`src/rtl/pcap_stream_arbiter.sv`:
```
// pcap_stream_arbiter: packet-granular round-robin merge of NUM_SRC pcap replay streams.
// Ports: clk/rst (async active-high); enable gates new grants only;
//   s_data/s_strb/s_valid/s_sop/s_eop in, s_ready out: per-source streams, source i in slice i;
//   m_data/m_strb/m_valid/m_sop/m_eop out, m_ready in: merged stream (zero-latency pass-through);
//   src_id: granted source; pkt_total: wrapping count of forwarded packets; proto_err: sticky violation flag.
module pcap_stream_arbiter #(
    parameter int AXIS_WIDTH = 64,
    parameter int NUM_SRC    = 4,
    parameter int MIN_IFG    = 0,
    parameter int SRC_W      = 4
) (
    input  logic                             clk,
    input  logic                             rst,
    input  logic                             enable,
    input  logic [NUM_SRC*AXIS_WIDTH-1:0]    s_data,
    input  logic [NUM_SRC*AXIS_WIDTH/8-1:0]  s_strb,
    input  logic [NUM_SRC-1:0]               s_valid,
    input  logic [NUM_SRC-1:0]               s_sop,
    input  logic [NUM_SRC-1:0]               s_eop,
    output logic [NUM_SRC-1:0]               s_ready,
    output logic [AXIS_WIDTH-1:0]            m_data,
    output logic [AXIS_WIDTH/8-1:0]          m_strb,
    output logic                             m_valid,
    output logic                             m_sop,
    output logic                             m_eop,
    input  logic                             m_ready,
    output logic [SRC_W-1:0]                 src_id,
    output logic [15:0]                      pkt_total,
    output logic                             proto_err
);
    localparam int SW = AXIS_WIDTH / 8;

    typedef enum logic [1:0] {IDLE, STREAM, GAP} state_t;

    state_t           state_q, state_d;
    logic [SRC_W-1:0] grant_q, grant_d, last_q, last_d;
    logic [7:0]       gap_q, gap_d;
    logic [15:0]      total_q, total_d;
    logic             err_q, err_d, first_q, first_d, pend_q, pend_d;
    logic [NUM_SRC-1:0] elig;
    logic [SRC_W-1:0] pick_hi, pick_lo, pick;
    logic             found_hi, hs;

    assign elig      = s_valid & s_sop;
    assign src_id    = grant_q;
    assign pkt_total = total_q;
    assign proto_err = err_q;
    assign hs        = m_valid && m_ready;

    // Descending scan leaves the lowest eligible index above last_q in pick_hi,
    // and the lowest eligible index at or below last_q in pick_lo (wrap-around).
    always_comb begin
        found_hi = 1'b0;
        pick_hi  = '0;
        pick_lo  = '0;
        for (int i = NUM_SRC - 1; i >= 0; i--) begin
            if (elig[i] && i > int'(last_q)) begin
                found_hi = 1'b1;
                pick_hi  = SRC_W'(i);
            end
            if (elig[i] && i <= int'(last_q))
                pick_lo = SRC_W'(i);
        end
        pick = found_hi ? pick_hi : pick_lo;
    end

    always_comb begin
        m_data  = '0;
        m_strb  = '0;
        m_valid = 1'b0;
        m_sop   = 1'b0;
        m_eop   = 1'b0;
        s_ready = '0;
        for (int i = 0; i < NUM_SRC; i++) begin
            if (state_q == STREAM && grant_q == SRC_W'(i)) begin
                m_data     = s_data[i*AXIS_WIDTH +: AXIS_WIDTH];
                m_strb     = s_strb[i*SW +: SW];
                m_valid    = s_valid[i];
                m_sop      = s_sop[i];
                m_eop      = s_eop[i];
                s_ready[i] = m_ready;
            end
        end
    end

    always_comb begin
        state_d = state_q;
        grant_d = grant_q;
        last_d  = last_q;
        gap_d   = gap_q;
        total_d = total_q;
        err_d   = err_q;
        first_d = first_q;
        pend_d  = 1'b0;
        case (state_q)
            IDLE: begin
                if (enable && |elig) begin
                    grant_d = pick;
                    last_d  = pick;
                    first_d = 1'b1;
                    state_d = STREAM;
                end
            end
            STREAM: begin
                // pend_q: a beat was offered while stalled and has not been taken yet
                err_d   = err_q | (hs && m_sop && !first_q) | (pend_q && !m_valid);
                pend_d  = m_valid && !m_ready;
                first_d = hs ? 1'b0 : first_q;
                if (hs && m_eop) begin
                    total_d = total_q + 16'd1;
                    gap_d   = 8'(MIN_IFG);
                    state_d = (MIN_IFG > 0) ? GAP : IDLE;
                end
            end
            GAP: begin
                gap_d   = gap_q - 8'd1;
                state_d = (gap_q == 8'd1) ? IDLE : GAP;
            end
            default: state_d = IDLE;
        endcase
    end

    always_ff @(posedge clk or posedge rst) begin
        if (rst) begin
            state_q <= IDLE;
            grant_q <= '0;
            last_q  <= SRC_W'(NUM_SRC - 1);
            gap_q   <= '0;
            total_q <= '0;
            err_q   <= 1'b0;
            first_q <= 1'b0;
            pend_q  <= 1'b0;
        end else begin
            state_q <= state_d;
            grant_q <= grant_d;
            last_q  <= last_d;
            gap_q   <= gap_d;
            total_q <= total_d;
            err_q   <= err_d;
            first_q <= first_d;
            pend_q  <= pend_d;
        end
    end
endmodule
```
`config.mk`:
```
export PLATFORM = sky130hd
export DESIGN_NAME = pcap_stream_arbiter
export DESIGN_NICKNAME = d
export VERILOG_FILES = /design/src/rtl/pcap_stream_arbiter.sv
export SDC_FILE = /design/constraint.sdc
export NUM_CORES = 1
export LEC_CHECK = 0
export BUFFER_PORTS_ARGS = -buffer_cell sky130_fd_sc_hd__buf_2
export CAP_MARGIN = 40
export CORE_AREA = 2 2 155 157
export CTS_CLUSTER_DIAMETER = 80
export CTS_CLUSTER_SIZE = 24
export DETAILED_ROUTE_END_ITERATION = 16
export DIE_AREA = 0 0 157 159
export GPL_TIMING_DRIVEN = 0
export HOLD_SLACK_MARGIN = 0.05
export PLACE_DENSITY = 0.43
export SLEW_MARGIN = 40
export SYNTH_ARGS = -nofsm -noshare
export SYNTH_HDL_FRONTEND = slang
export SYNTH_SLANG_ARGS = --single-unit
```
`constraint.sdc`:
```
create_clock -name clk -period 1.9 [get_ports clk]
set_input_delay 0.095 -clock clk [delete_from_list [all_inputs] [get_ports clk]]
set_output_delay 0.095 -clock clk [all_outputs]
set_load 0.05 [all_outputs]
```
## Word-level counts from Yosys, hierarchy flattened

Cells that the tools add are included.

- Bits in registers: 37
- Latch bits: 0
- Memory bits (writable): 0
- ROM bits: 0
- Input port bits: 304
- Output and inout port bits: 100
- Word-level logic and storage cells: 103
- Memories: 0

- Add/subtract/negate cells: 2
- $mul: 0
- Div/mod/pow operators: 0
- $lt $le $gt $ge: 6
- Equal/unequal tests: 9
- Shifts and indexed selects: 0
- Mux-type cells: 45
- Bitwise operators: 3
- Reductions and logical operators: 30

Operator list:

| operator | number |
|---|---|
| 64-bit 2-to-1 mux | 4 |
| 8-bit 2-to-1 mux | 5 |
| 1-bit 2-to-1 mux | 22 |
| 4-bit 2-to-1 mux | 5 |
| 1-bit logical AND | 17 |
| 16-bit by 1-bit adder with 16-bit output (second input constant) | 1 |
| 8-bit case mux with 2 select lines | 1 |
| 2-bit 2-to-1 mux | 6 |
| 4-bit by 2-bit equality test with 1-bit output (second input constant) | 2 |
| 8-bit by 1-bit equality test with 1-bit output (second input constant) | 1 |
| 2-bit by 4-bit greater-than comparator with 1-bit output (first input constant) | 2 |
| 2-bit by 4-bit less-or-equal comparator with 1-bit output (first input constant) | 2 |
| 2-bit AND reduction | 4 |
| 8-bit by 1-bit subtractor with 8-bit output (second input constant) | 1 |
| 2-bit case mux with 3 select lines | 1 |
| 4-bit bitwise AND | 1 |
| 4-bit by 1-bit equality test with 1-bit output (second input constant) | 1 |
| 1-bit by 4-bit greater-than comparator with 1-bit output (first input constant) | 1 |
| 1-bit by 4-bit less-or-equal comparator with 1-bit output (first input constant) | 1 |
| 4-bit zero test | 1 |
| 2-bit != test (second input constant) | 2 |
| 2-bit nonzero test | 2 |
| 4-bit OR reduction | 1 |
| 1-bit zero test | 3 |
| 7 further kinds | 8 |

## Logic depth before layout (Yosys ltp)

- Depth after elaboration: 11
- Gate-level depth with buffers: 6
- Gate-level depth less buffers: 6

## Least setup slack after synthesis

Ideal clock, no wire load.

- Path kind: reg2out
- From: register grant_q[0] (netlist: src_id[0])
- To: output port m_data[27]
- Arrival time: 2195 ps
- Data required time: 1805 ps
- Path slack: -390 ps
- Stages on the path, launching flop included: 6
- Buffers on the path: 3
- Path through: dfrtp_1 buf_2 buf_4 buf_2 mux4_2 and2_1

- Longest elaborated chain between the ends: 6
- Elaborated cells between the ends (all ways): 12
- Those cells by class: eq/ne (3); mux (4); reduce/logical (5)

Ends and longest elaborated chain:

| item | RTL line | source |
|---|---|---|
| from (decl) | 36 | `logic [SRC_W-1:0] grant_q, grant_d, last_q, last_d;` |
| from (signal assigned) | 135 | `grant_q <= grant_d;` |
| 4-bit zero test | 75 | `if (state_q == STREAM && grant_q == SRC_W'(i)) begin` |
| 1-bit logical AND | 75 |  |
| 64-bit 2-to-1 mux (3 in a row) | 75 |  |
| 64-bit 2-to-1 mux * | 75 |  |
| to (decl) | 21 | `output logic [AXIS_WIDTH-1:0] m_data,` |

Mark *: on every way between the ends. The rest lies on a longest branch, timed or not.

## Worst setup path in the final report

- From: register grant_q[0] (netlist: src_id[0])
- To: output port m_strb[3]

- Longest elaborated chain between the ends: 6
- Elaborated cells between the ends (all ways): 12
- Those cells by class: eq/ne (3); mux (4); reduce/logical (5)

Ends and longest elaborated chain:

| item | RTL line | source |
|---|---|---|
| 4-bit zero test | 75 |  |
| 1-bit logical AND | 75 |  |
| 8-bit 2-to-1 mux (3 in a row) | 75 |  |
| 8-bit 2-to-1 mux * | 75 |  |
| to (decl) | 22 | `output logic [AXIS_WIDTH/8-1:0] m_strb,` |

Marks and branches as above.

==> flow_metrics.env <==
export IMPL_antenna_found_initial=11
export IMPL_setup_violations=66
export IMPL_yosysTopAreaCellShare=0.429
export IMPL_yosysTopAreaCell="mux4_2"
export IMPL_tightestPinTransition_ns=0.708
export IMPL_required_ns=1.80
export IMPL_synth_simple_area_share=0.219
export IMPL_row_count=56
export IMPL_fin_crit_ns=1.99
export IMPL_final_nets=1070
export IMPL_post_synth_num_cell_types=44
export IMPL_fp_dieW_um=157
export IMPL_grt_max_degree=34
export IMPL_seq_area_frac_synth=0.211
export IMPL_global_route_usage_met1=0.216
export IMPL_fillers=2416
export IMPL_clk_pin_slew_worst_paths_ns=0.05
export IMPL_die_area_um2=25000
export IMPL_detail_route_wl_per_cell_um=20.5
export IMPL_clock_fmax_mhz=503
export IMPL_skew_ns=0.00219
export IMPL_muxShareOfSynthArea=0.432
export IMPL_io_buffers=401
export IMPL_via_per_inst=4.43
export IMPL_synth_flop_cell="dfrtp_1"
export IMPL_hold_ws_ns=0.254
export IMPL_netSwitchingFraction=0.498
export IMPL_drc=0
export IMPL_gr_usage_all_layers=0.171
export IMPL_final_max_slew_viol_count=0
export IMPL_synth_area_top_cells="mux4_2, dfrtp_1, and2_1, nand2_1, xor2_1"
export IMPL_grt_use_met3=0.0299
export IMPL_synth_common_cells="and2_1, mux4_2, dfrtp_1, nand2_1, clkbuf_1"
export IMPL_synthCells=342
export IMPL_hold_viol_final=0
export IMPL_violations="negative setup slack"
export IMPL_use_met2=0.295
export IMPL_synth_xor_area_frac=0.0423
export IMPL_slew_headroom=0.527
export IMPL_gp_congestion=0.923
export IMPL_ios=404
export IMPL_setup_ws_ns=-0.0886
export IMPL_p_clk_frac=0.068
export IMPL_dp_slack_ns=-0.681
export IMPL_min_period_over_period=1.05
export IMPL_p_int_mw=7.05
export IMPL_gr_total_overflow=0
export IMPL_cts_made_buffers=5
export IMPL_synthArstFlopShare=1.00
export IMPL_seqPwrFrac=0.073
export IMPL_multi_input_area_um2=3170
export IMPL_drive_gt1_frac=0.804
export IMPL_cts_root_buffer="clkbuf_16"
export IMPL_wl_um=22400
export IMPL_busiest_layer="met2"
export IMPL_clk_latency_ns=0.28
export IMPL_vias=4844
export IMPL_core_um2=23200
export IMPL_clock_tree_buffer_depth=2
export IMPL_rsz0062_at_grt="yes"
export IMPL_combPwrFrac=0.858
export IMPL_synth_compound_area_frac=0.0366
export IMPL_final_seq_area_um2=832
export IMPL_synth_fa_ha_area_frac=0.00954
export IMPL_start_util=0.170
export IMPL_dpl_instance_area_um2=6460
export IMPL_worstPathArrival_ns=1.89
export IMPL_synthToLayoutAreaGrowth_pct=94.7
export IMPL_final_cells=1093
export IMPL_path_class="reg2out"
export IMPL_postRouteAntennaNets=0
export IMPL_cts_sinks=33
export IMPL_ys_ff_latch=33
export IMPL_grt_pass1_wl_um=32100
export IMPL_endpoint_kind="output pin"
export IMPL_hold_path_class="in2reg"
export IMPL_drv_cap=0
export IMPL_ys_warn_count=0
export IMPL_drt_iter0_markers=267
export IMPL_post_route_util=0.330
export IMPL_fp_dieH_um=159
export IMPL_drtPass1Iterations=5
export IMPL_leakage_nw=3.81
export IMPL_grt_pass1_vias=5006
export IMPL_avgSynthCellArea_um2=11.5
export IMPL_synth_edf_count=0
export IMPL_synth_top_family_by_area="multiplexers"
export IMPL_syn_area_um2=3930
export IMPL_htree_levels=2
export IMPL_crit_fanout=6
export IMPL_powerDensity_nw_per_um2=1830
export IMPL_p_switching_mw=6.99
export IMPL_cts_tree="yes"
export IMPL_dp_hpwl_um=19000
export IMPL_outcome="complete, but fails checks"
export IMPL_dp_cells=1063
export IMPL_peakVddDrop_mv=0.768
export IMPL_fin_area_um2=7660
export IMPL_critical_path_startpoint_type="register"
-- path summary, 6_finish.rpt --
kind	startpoint	end	slack [ns]	cells past startpoint
worst max-delay path	src_id[0]$_DFFE_PP0P_	m_strb[3]	-0.09	5
min in group asynchronous	rst	pkt_total[0]$_DFFE_PP0P_	0.47	3
max in group asynchronous	rst	state_q[0]$_DFFE_PP0P_	0.92	3
worst min-delay path	s_sop[2]	last_q[0]$_DFFE_PP1P_	0.25	4
worst min register to register	first_q$_DFFE_PP0P_	first_q$_DFFE_PP0P_	0.47	2
worst max register to register	src_id[1]$_DFFE_PP0P_	pkt_total[11]$_DFFE_PP0P_	0.03	6
-- critical path, stage by stage, from the launching register on --
cell     delay [ns]
dfrtp_2        0.43
buf_12         0.17
buf_12         0.14
mux4_2         0.54
and2_4         0.18
buf_6          0.14
-- power groups by stage --
stage / sequential, mW / clock, mW / combinational (mW)
after floorplan: 1.20 / 0 / 7.22
after global placement: 1.01 / 0 / 9.62
after detailed placement: 1.02 / 0 / 9.61
after CTS: 1.02 / 0.974 / 11.6
after global routing: 1.05 / 1.01 / 12.6
final: 1.03 / 0.958 / 12.0
-- repair_timing --
item / 4_1_cts / 5_1_grt
hold endpoints to repair: 32 / 0
pin swaps: 10 / 13
buffers inserted: 6 / 5
hold buffers: 2 / 0
setup endpoints to repair: 81 / 92
gates cloned: 1 / 1
gates resized for setup: 202 / 64
-- stage by stage --
| step | total power, mW | TNS [ns] |
|---|---|---|
| final | 14.0 | -2.83 |
| after global routing | 14.7 | -7.71 |
| after CTS | 13.6 | -5.34 |
| after detailed placement | 10.6 | -28.32 |
| after global placement | 10.6 | -27.83 |
| after floorplan | 8.43 | -1.62 |
-- state kept, by name, indices dropped and copies added (netlist names) --
signal / count
src_id: 2
proto_err: 1
last_q: 2
gap_q: 8
pkt_total: 16
first_q: 1
state_q: 2
pend_q: 1
-- placed cells by master (no fill, tap or decap), types with 3 or more instances in the layout --
| cell | netlist | final |
|---|---|---|
| nor3_4 | 0 | 3 |
| nor3_2 | 0 | 3 |
| o21ai_0 | 6 | 5 |
| dfrtp_1 | 31 | 28 |
| nor3_1 | 9 | 3 |
| o22ai_1 | 3 | 3 |
| clkbuf_16 | 0 | 6 |
| nand4_1 | 4 | 4 |
| xor2_1 | 10 | 10 |
| buf_6 | 2 | 68 |
| nor2_1 | 8 | 7 |
| mux4_2 | 75 | 75 |
| clkbuf_2 | 0 | 7 |
| inv_1 | 8 | 7 |
| nand2_1 | 26 | 25 |
| and3_1 | 5 | 5 |
| xnor2_1 | 9 | 9 |
| buf_4 | 6 | 9 |
| clkbuf_1 | 15 | 4 |
| and2_4 | 0 | 70 |
| ha_1 | 3 | 3 |
| buf_8 | 0 | 13 |
| diode_2 | 0 | 10 |
| nand3_1 | 5 | 5 |
| clkbuf_8 | 0 | 3 |
| buf_2 | 7 | 326 |
| dfrtp_2 | 0 | 3 |
| and2_1 | 75 | 5 |
| a21oi_1 | 3 | 3 |
| buf_12 | 0 | 12 |
-- final cells by class --
cell class                 count  area share
sequential                    33       0.109
multi-input combinational    271       0.414
antenna                       10     0.00327
inverter                       8     0.00392
tap                          319      0.0521
clock buffer                   7      0.0186
clock inverter                 1     0.00392
timing repair buffer         415       0.352
buffer                        29      0.0431
-- metal layers --
layer | up-vias | wire length [um]
met5 | - | 13
met1 | 2403 | 9060
met3 | 33 | 1520
met4 | 2 | 523
li1 | 2162 | -
met2 | 244 | 11300
-- cell families after synthesis --
group / count (synthesis)
xor+xnor: 19
other cells: 1
simple gates: 149
mux: 76
flops: 33
compound gates: 22
buf+inv: 39
fa+ha+maj: 3
Note: power is estimated with default switching activity, not from simulation.
